`src/rtl/serv_immdec_wide.sv`:
```
// Bit-serial immediate decoder for SERV, W bits per beat.
// Holds the fetched instruction and streams a selected immediate format LSB-first.
module serv_immdec_wide #(
  parameter int unsigned W      = 1,
  parameter bit          CSR_EN = 1'b1
) (
  input  logic          i_clk,
  input  logic          i_rst,
  input  logic          i_wb_en,
  input  logic [31:7]   i_wb_rdt,
  input  logic [2:0]    i_fmt,
  input  logic          i_start,
  input  logic          i_cnt_en,
  output logic [4:0]    o_rd_addr,
  output logic [4:0]    o_rs1_addr,
  output logic [4:0]    o_rs2_addr,
  output logic [W-1:0]  o_imm,
  output logic          o_imm_valid,
  output logic          o_last,
  output logic          o_busy
);

  localparam int unsigned Beats = 32 / W;
  localparam int unsigned CntW  = (Beats > 1) ? $clog2(Beats) : 1;
  localparam logic [CntW-1:0] LastCnt = CntW'(Beats - 1);

  typedef enum logic [1:0] {StIdle, StLoaded, StShift} state_e;

  state_e          state_q;
  logic [31:7]     instr_q;
  logic [31:0]     imm_q;
  logic [CntW-1:0] cnt_q;
  logic [31:0]     imm_new;
  logic            sgn;

  assign sgn = instr_q[31];

  always_comb begin
    imm_new = '0;
    case (i_fmt)
      3'd0: imm_new = {{20{sgn}}, instr_q[31:20]};
      3'd1: imm_new = {{20{sgn}}, instr_q[31:25], instr_q[11:7]};
      3'd2: imm_new = {{19{sgn}}, instr_q[31], instr_q[7], instr_q[30:25], instr_q[11:8], 1'b0};
      3'd3: imm_new = {instr_q[31:12], 12'b0};
      3'd4: imm_new = {{11{sgn}}, instr_q[31], instr_q[19:12], instr_q[20], instr_q[30:21],
                       1'b0};
      3'd5: imm_new = CSR_EN ? {27'b0, instr_q[19:15]} : 32'b0;
      default: imm_new = '0;
    endcase
  end

  always_ff @(posedge i_clk or posedge i_rst) begin
    if (i_rst) begin
      state_q <= StIdle;
      instr_q <= '0;
      imm_q   <= '0;
      cnt_q   <= '0;
    end else begin
      case (state_q)
        StIdle, StLoaded: begin
          // Capture takes priority over a simultaneous start.
          if (i_wb_en) begin
            instr_q <= i_wb_rdt;
            state_q <= StLoaded;
          end else if (state_q == StLoaded && i_start) begin
            imm_q   <= imm_new;
            cnt_q   <= '0;
            state_q <= StShift;
          end
        end
        StShift: begin
          if (i_cnt_en) begin
            if (cnt_q == LastCnt) begin
              imm_q   <= '0;
              cnt_q   <= '0;
              state_q <= StLoaded;
            end else begin
              imm_q <= imm_q >> W;
              cnt_q <= cnt_q + CntW'(1);
            end
          end
        end
        default: state_q <= StIdle;
      endcase
    end
  end

  assign o_rd_addr   = instr_q[11:7];
  assign o_rs1_addr  = instr_q[19:15];
  assign o_rs2_addr  = instr_q[24:20];
  assign o_busy      = (state_q == StShift);
  assign o_imm_valid = o_busy;
  assign o_last      = o_busy && (cnt_q == LastCnt);
  assign o_imm       = o_busy ? imm_q[W-1:0] : '0;

endmodule
```
`config.mk`:
```
export PLATFORM = sky130hd
export DESIGN_NAME = serv_immdec_wide
export DESIGN_NICKNAME = d
export VERILOG_FILES = /design/src/rtl/serv_immdec_wide.sv
export SDC_FILE = /design/constraint.sdc
export NUM_CORES = 1
export LEC_CHECK = 0
export CELL_PAD_IN_SITES_DETAIL_PLACEMENT = 1
export CELL_PAD_IN_SITES_GLOBAL_PLACEMENT = 1
export CORE_MARGIN = 1.5
export CORE_UTILIZATION = 25
export CTS_BUF_LIST = sky130_fd_sc_hd__clkbuf_2 sky130_fd_sc_hd__clkbuf_4 sky130_fd_sc_hd__clkbuf_8
export DETAILED_ROUTE_END_ITERATION = 12
export HOLD_SLACK_MARGIN = 0.02
export PLACE_DENSITY_LB_ADDON = 0.15
export SLEW_MARGIN = 20
export SYNTH_ARGS = -nofsm -noshare
export SYNTH_HDL_FRONTEND = slang
export SYNTH_SLANG_ARGS = --single-unit
export TNS_END_PERCENT = 5
```
`constraint.sdc`:
```
create_clock -name i_clk -period 3.1 [get_ports i_clk]
set_clock_uncertainty 0.15 [all_clocks]
set_input_delay 0.93 -clock i_clk [delete_from_list [all_inputs] [get_ports i_clk]]
set_output_delay 0.93 -clock i_clk [all_outputs]
set_load 0.05 [all_outputs]
```
==> results of run 1 <==
-- worst max-delay path, stage by stage, from the launching register on --
cell and delay, ps:
dfrtp_1 400, nand2b_4 200, inv_4 170, clkdlybuf4s50_1 830
-- flip-flops by register name (all words and copies together) (netlist names) --
name	cells
cnt_q	5
state_q	2
instr_q	25
imm_q	32
-- how the worst min path moves through the flow --
| stage | end | from |
|---|---|---|
| after detailed placement | imm_q[16] | imm_q[16] |
| after global routing | imm_q[31] | imm_q[31] |
| after CTS | cnt_q[2] | cnt_q[2] |
| after global placement | cnt_q[4] | cnt_q[4] |
| final | cnt_q[2] | cnt_q[2] |
| after floorplan | cnt_q[2] | cnt_q[2] |
-- cell families after synthesis --
family | Yosys count
compound gates | 99
flops | 64
simple gates | 102
xor+xnor | 1
fa+ha+maj | 3
mux | 27
buf+inv | 46
-- per-layer routing --
metal  GRT usage  share of wire
met1       0.192           0.52
met3      0.0292          0.032
met4      0.0603          0.018
met2       0.198           0.43
met5           0              0
-- report_power, final --
group / internal [uW] / switching [uW]
clock: 366 / 316
sequential: 1130 / 220
combinational: 409 / 548
-- layout by cell type, fill, tap and decap left out, types with 3 or more instances in the layout --
cell / count
a32o_1: 3
dfrtp_1: 64
a221oi_1: 6
inv_1: 3
a21oi_1: 51
o211ai_1: 8
buf_4: 13
a21o_1: 13
clkbuf_8: 12
o21ai_0: 9
nand2_1: 31
nor2_1: 33
a21oi_2: 3
mux2_2: 25
buf_12: 3
nand2b_1: 6
nand3_1: 19
clkdlybuf4s50_1: 49
-- layout make-up --
| cell class | instances | area share |
|---|---|---|
| Sequential cell | 64 | 0.387 |
| Multi-Input combinational cell | 232 | 0.355 |
| Timing Repair Buffer | 65 | 0.157 |
| Tap cell | 176 | 0.0532 |
| Clock buffer | 14 | 0.0435 |
| Inverter | 5 | 0.00514 |
-- per-stage QoR --
| stage | total power, uW | hold slack, ps | worst slack, ps | utilization | cells |
|---|---|---|---|---|---|
| floorplan | 2070 | 315 | 422 | - | 342 |
| global placement | 2320 | 330 | 341 | 0.299 | 542 |
| detailed placement | 2340 | 340 | 300 | 0.299 | 542 |
| CTS | 3050 | 350 | 49.1 | 0.313 | 556 |
| global route | 3190 | 367 | 1.22 | 0.313 | 556 |
| finish | 2990 | 342 | 83.2 | 0.313 | 556 |
==> flow_metrics.tcl, run 1 <==
set metrics [dict create \
    vias 2603 \
    critPathCaptureType "primary output" \
    multi_input_area_mm2 0.00147 \
    drc_errors 0 \
    grt_max_degree 65 \
    worstReg2RegEnd "imm_q[29]" \
    synthCells 342 \
    arrival_ps 1940 \
    start_util 0.256 \
    synthArstFlopShare 1.00 \
    ys.flop_type "dfrtp_1" \
    htreeDepth 3 \
    synth_area_mm2 0.00339 \
    wl_um 8960 \
    drv_cap 0 \
    drt_iter0_markers 84 \
    vdd_drop_max_v 0.000258 \
    postPlaceCellArea_mm2 0.00396 \
    synth_top_family_by_area "compound AO/OA/AOI/OAI gates" \
    clock_path_buffers 2 \
    final_nets 412 \
    tns_ps 0 \
    avgRoutedWirePerCell_um 16.1 \
    cts_buffers 9 \
    die_y_um 119 \
    n_antenna_cell 0 \
    synth-xor-area-share 0.00258 \
    cp-endpoint "o_busy" \
    min_path_cells 1 \
    cts_tree "done" \
    viasPerCell 4.68 \
    critical_path_class "register to primary output" \
    die_area_mm2 0.0143 \
    synth.area.top_cells "dfrtp_1, mux2_2, a21oi_1" \
    std_cell_rows 42 \
    synth_compound_area_frac 0.184 \
    gr-total-overflow 0 \
    synth_top_cell_by_area "dfrtp_1" \
    setup_viol 0 \
    yosysWarningCount 0 \
    crit_required_ps 2020 \
    ios 52 \
    hold_buffers 0 \
    postRouteAntennaNets 0 \
    yosysMostFrequentCell "dfrtp_1" \
    port_buffers 51 \
    yosys.area_share.adder 0.0107 \
    synth_seq_cells 64 \
    ctsResizeCount 0 \
    clock.fmax_mhz 331 \
    p_leak_uw 0.00171 \
    antenna_found_initial 0 \
    synth_top_area_share 0.472 \
    drv_slew 0 \
    status "completed" \
    max_slew.worst_pin.slew_ps 504 \
    fin_crit_sh 0.973 \
    relSlewSlack 0.663 \
    rrSetupSlack_ps 1000 \
    synthMuxAreaShare 0.0889 \
    place_congestion 0.776 \
    power_density_mw_per_mm2 722 \
    syn2layout_area_growth_pct 22.1 \
    seq_area_frac_synth 0.472 \
    core_mm2 0.0132 \
    yosysUniqueCellTypes 40 \
    die_x_um 119 \
    synth_edf_count 0 \
    min_path_type "register to register" \
    drive_above_1_share 0.187 \
    fillers 1542 \
    cp_max_fo 12 \
    synth_commonest_cells "dfrtp_1, a21oi_1, nor2_1, nand2_1, mux2_2" \
    grt_pass1_wl_um 15000 \
    synth-simple-area-share 0.147 \
    seqCellArea_mm2 0.00160 \
    grt_pass1_vias 2805 \
    crit_start "state_q[0]" \
    worstSetupStartpointType "register" \
    clock_sinks 64 \
    grt_usage 0.136 \
    min_period_ps 3020 \
    syn-num-nets 377 \
    dp_hpwl_um 6150 \
    rsz0062_at_grt "no" \
    hold_violations 0 \
    first_pass_iters 4 \
    cts-root-buf "clkbuf_8" \
    post_cts_buffers 0 \
    r2r_cells 7 \
    r2r_start "cnt_q[0]" \
    cts.clk_slew.worst_paths_ps 70 \
    syn_area_per_cell_um2 9.91 \
    finalInstanceArea_mm2 0.00414 \
    insertion_delay_ps 350 \
]
(Power assumes the default switching activity.)
==> run 2, diff against run 1 <==
Settings changed: GPL_ROUTABILITY_DRIVEN set to 0.
==> results of run 2 <==
No change in the layout: final DEF, timing and power equal those of run 1.
==> run 3, diff against run 2 <==
Settings changed: CORE_MARGIN 1.5 to 2.
==> flow_metrics.tcl, run 3 (synthesis results as in run 1) <==
set metrics [dict create \
    status "completed" \
    cts_tree "done" \
    die_x_um 120 \
    cts-root-buf "clkbuf_8" \
    clock_sinks 64 \
    instances_no_fill 557 \
    postPlaceCellArea_mm2 0.00396 \
    drc_errors 0 \
    grt_pass1_wl_um 15000 \
    use_met3 0.0429 \
    pwr-share-clk 0.241 \
    hold-worst-slack_ps 348 \
    wl_um 8950 \
    antenna_found_initial 0 \
    p_sw_frac 0.361 \
    gr-total-overflow 0 \
    crit_required_ps 2020 \
    drv_slew 0 \
    final_cell_mix "dfrtp_1, a21oi_1, clkdlybuf4s50_1" \
    arrival_ps 1940 \
    p_leak_uw 0.00171 \
    setup_viol 0 \
    cts_buffers 9 \
    top_regs "imm_q (32), instr_q (25), cnt_q (5)" \
    finalInstanceArea_mm2 0.00416 \
    combPwrFrac 0.316 \
    avgRoutedWirePerCell_um 16.1 \
    grt_pass1_vias 2827 \
    utilization 0.314 \
    std_cell_rows 42 \
    first_pass_iters 4 \
    relSlewSlack 0.664 \
    worstSetupStartpointType "register" \
    start_util 0.256 \
    dp_hpwl_um 6130 \
    fin_crit_sh 0.973 \
    cts.clk_slew.worst_paths_ps 70 \
    ctsResizeCount 0 \
    insertion_delay_ps 350 \
    rsz0062_at_grt "no" \
    min_path_type "register to register" \
    hold_violations 0 \
    clock.fmax_mhz 332 \
    die_y_um 120 \
    dp.cells 542 \
    min_period_ps 3020 \
    syn2layout_area_growth_pct 22.5 \
    drive_above_1_share 0.189 \
    power_density_mw_per_mm2 733 \
    gr-usage-met1 0.183 \
    p_switching_uw 1100 \
    post_cts_buffers 0 \
    vdd_drop_max_v 0.000293 \
    hold_buffers 0 \
    ios 52 \
    p_int_uw 1950 \
    seqPwrFrac 0.443 \
    postRouteAntennaNets 0 \
    cp_max_fo 12 \
    critPathCaptureType "primary output" \
    clock_path_buffers 2 \
    drt_iter0_markers 107 \
    top_usage_layer "met2" \
    grt_use_met2 0.204 \
    largest_register_ffs 32 \
    layout.cells.most_common "dfrtp_1" \
    grt_max_degree 65 \
    core_mm2 0.0132 \
    max_slew.worst_pin.slew_ps 502 \
    htreeDepth 3 \
    grt_usage 0.134 \
    top_register "imm_q" \
    tns_ps 0 \
    n_antenna_cell 0 \
    vias 2612 \
    die_area_mm2 0.0145 \
    critical_path_class "register to primary output" \
    port_buffers 51 \
    viasPerCell 4.69 \
    drv_cap 0 \
    final_nets 412 \
]
## run 3: per-layer routing
layer | vias to the layer above | share of wire | wire (um)
met1 | 1304 | 0.50 | 4470
met5 | - | 0 | 0
met4 | 0 | 0.013 | 118
met3 | 8 | 0.038 | 344
li1 | 1251 | - | -
met2 | 49 | 0.45 | 4010
## run 3: layout make-up
type | instances | area [um^2]
Multi-Input combinational cell | 232 | 1470
Tap cell | 176 | 220
Fill cell | 1553 | 9090
Clock buffer | 12 | 153
Sequential cell | 64 | 1600
Clock inverter | 3 | 42.5
Timing Repair Buffer | 65 | 648
Inverter | 5 | 21.3
## run 3: power by group through the flow
stage,sequential [uW],clock (uW),combinational [uW]
2_1_floorplan,1280,0,787
3_3_place_gp,1360,0,956
3_5_place_dp,1370,0,975
4_1_cts,1360,771,978
5_1_grt,1400,798,1070
6_report,1350,734,962
## run 3: stage by stage
stage          total power [uW]  worst slack (ps)
4_1_cts                    3110              51.5
3_5_place_dp               2340               224
3_3_place_gp               2320               262
5_1_grt                    3260              9.12
2_1_floorplan              2070               422
6_report                   3050              84.5
## run 3: critical path, stage by stage, from the launching register on
cell and delay, ps:
dfrtp_1 390, nand2b_4 200, inv_4 160, clkdlybuf4s50_1 820
## run 3: final timing paths
check | from | endpoint | slack, ps | cells past startpoint
min in group asynchronous | i_rst | cnt_q[3] | 800 | 3
max in group asynchronous | i_rst | instr_q[11] | 1690 | 3
max reg2reg | cnt_q[0] | imm_q[5] | 920 | 7
min reg2reg | cnt_q[2] | cnt_q[2] | 350 | 1
max | state_q[0] | o_busy | 80 | 3
min | cnt_q[2] | cnt_q[2] | 350 | 1
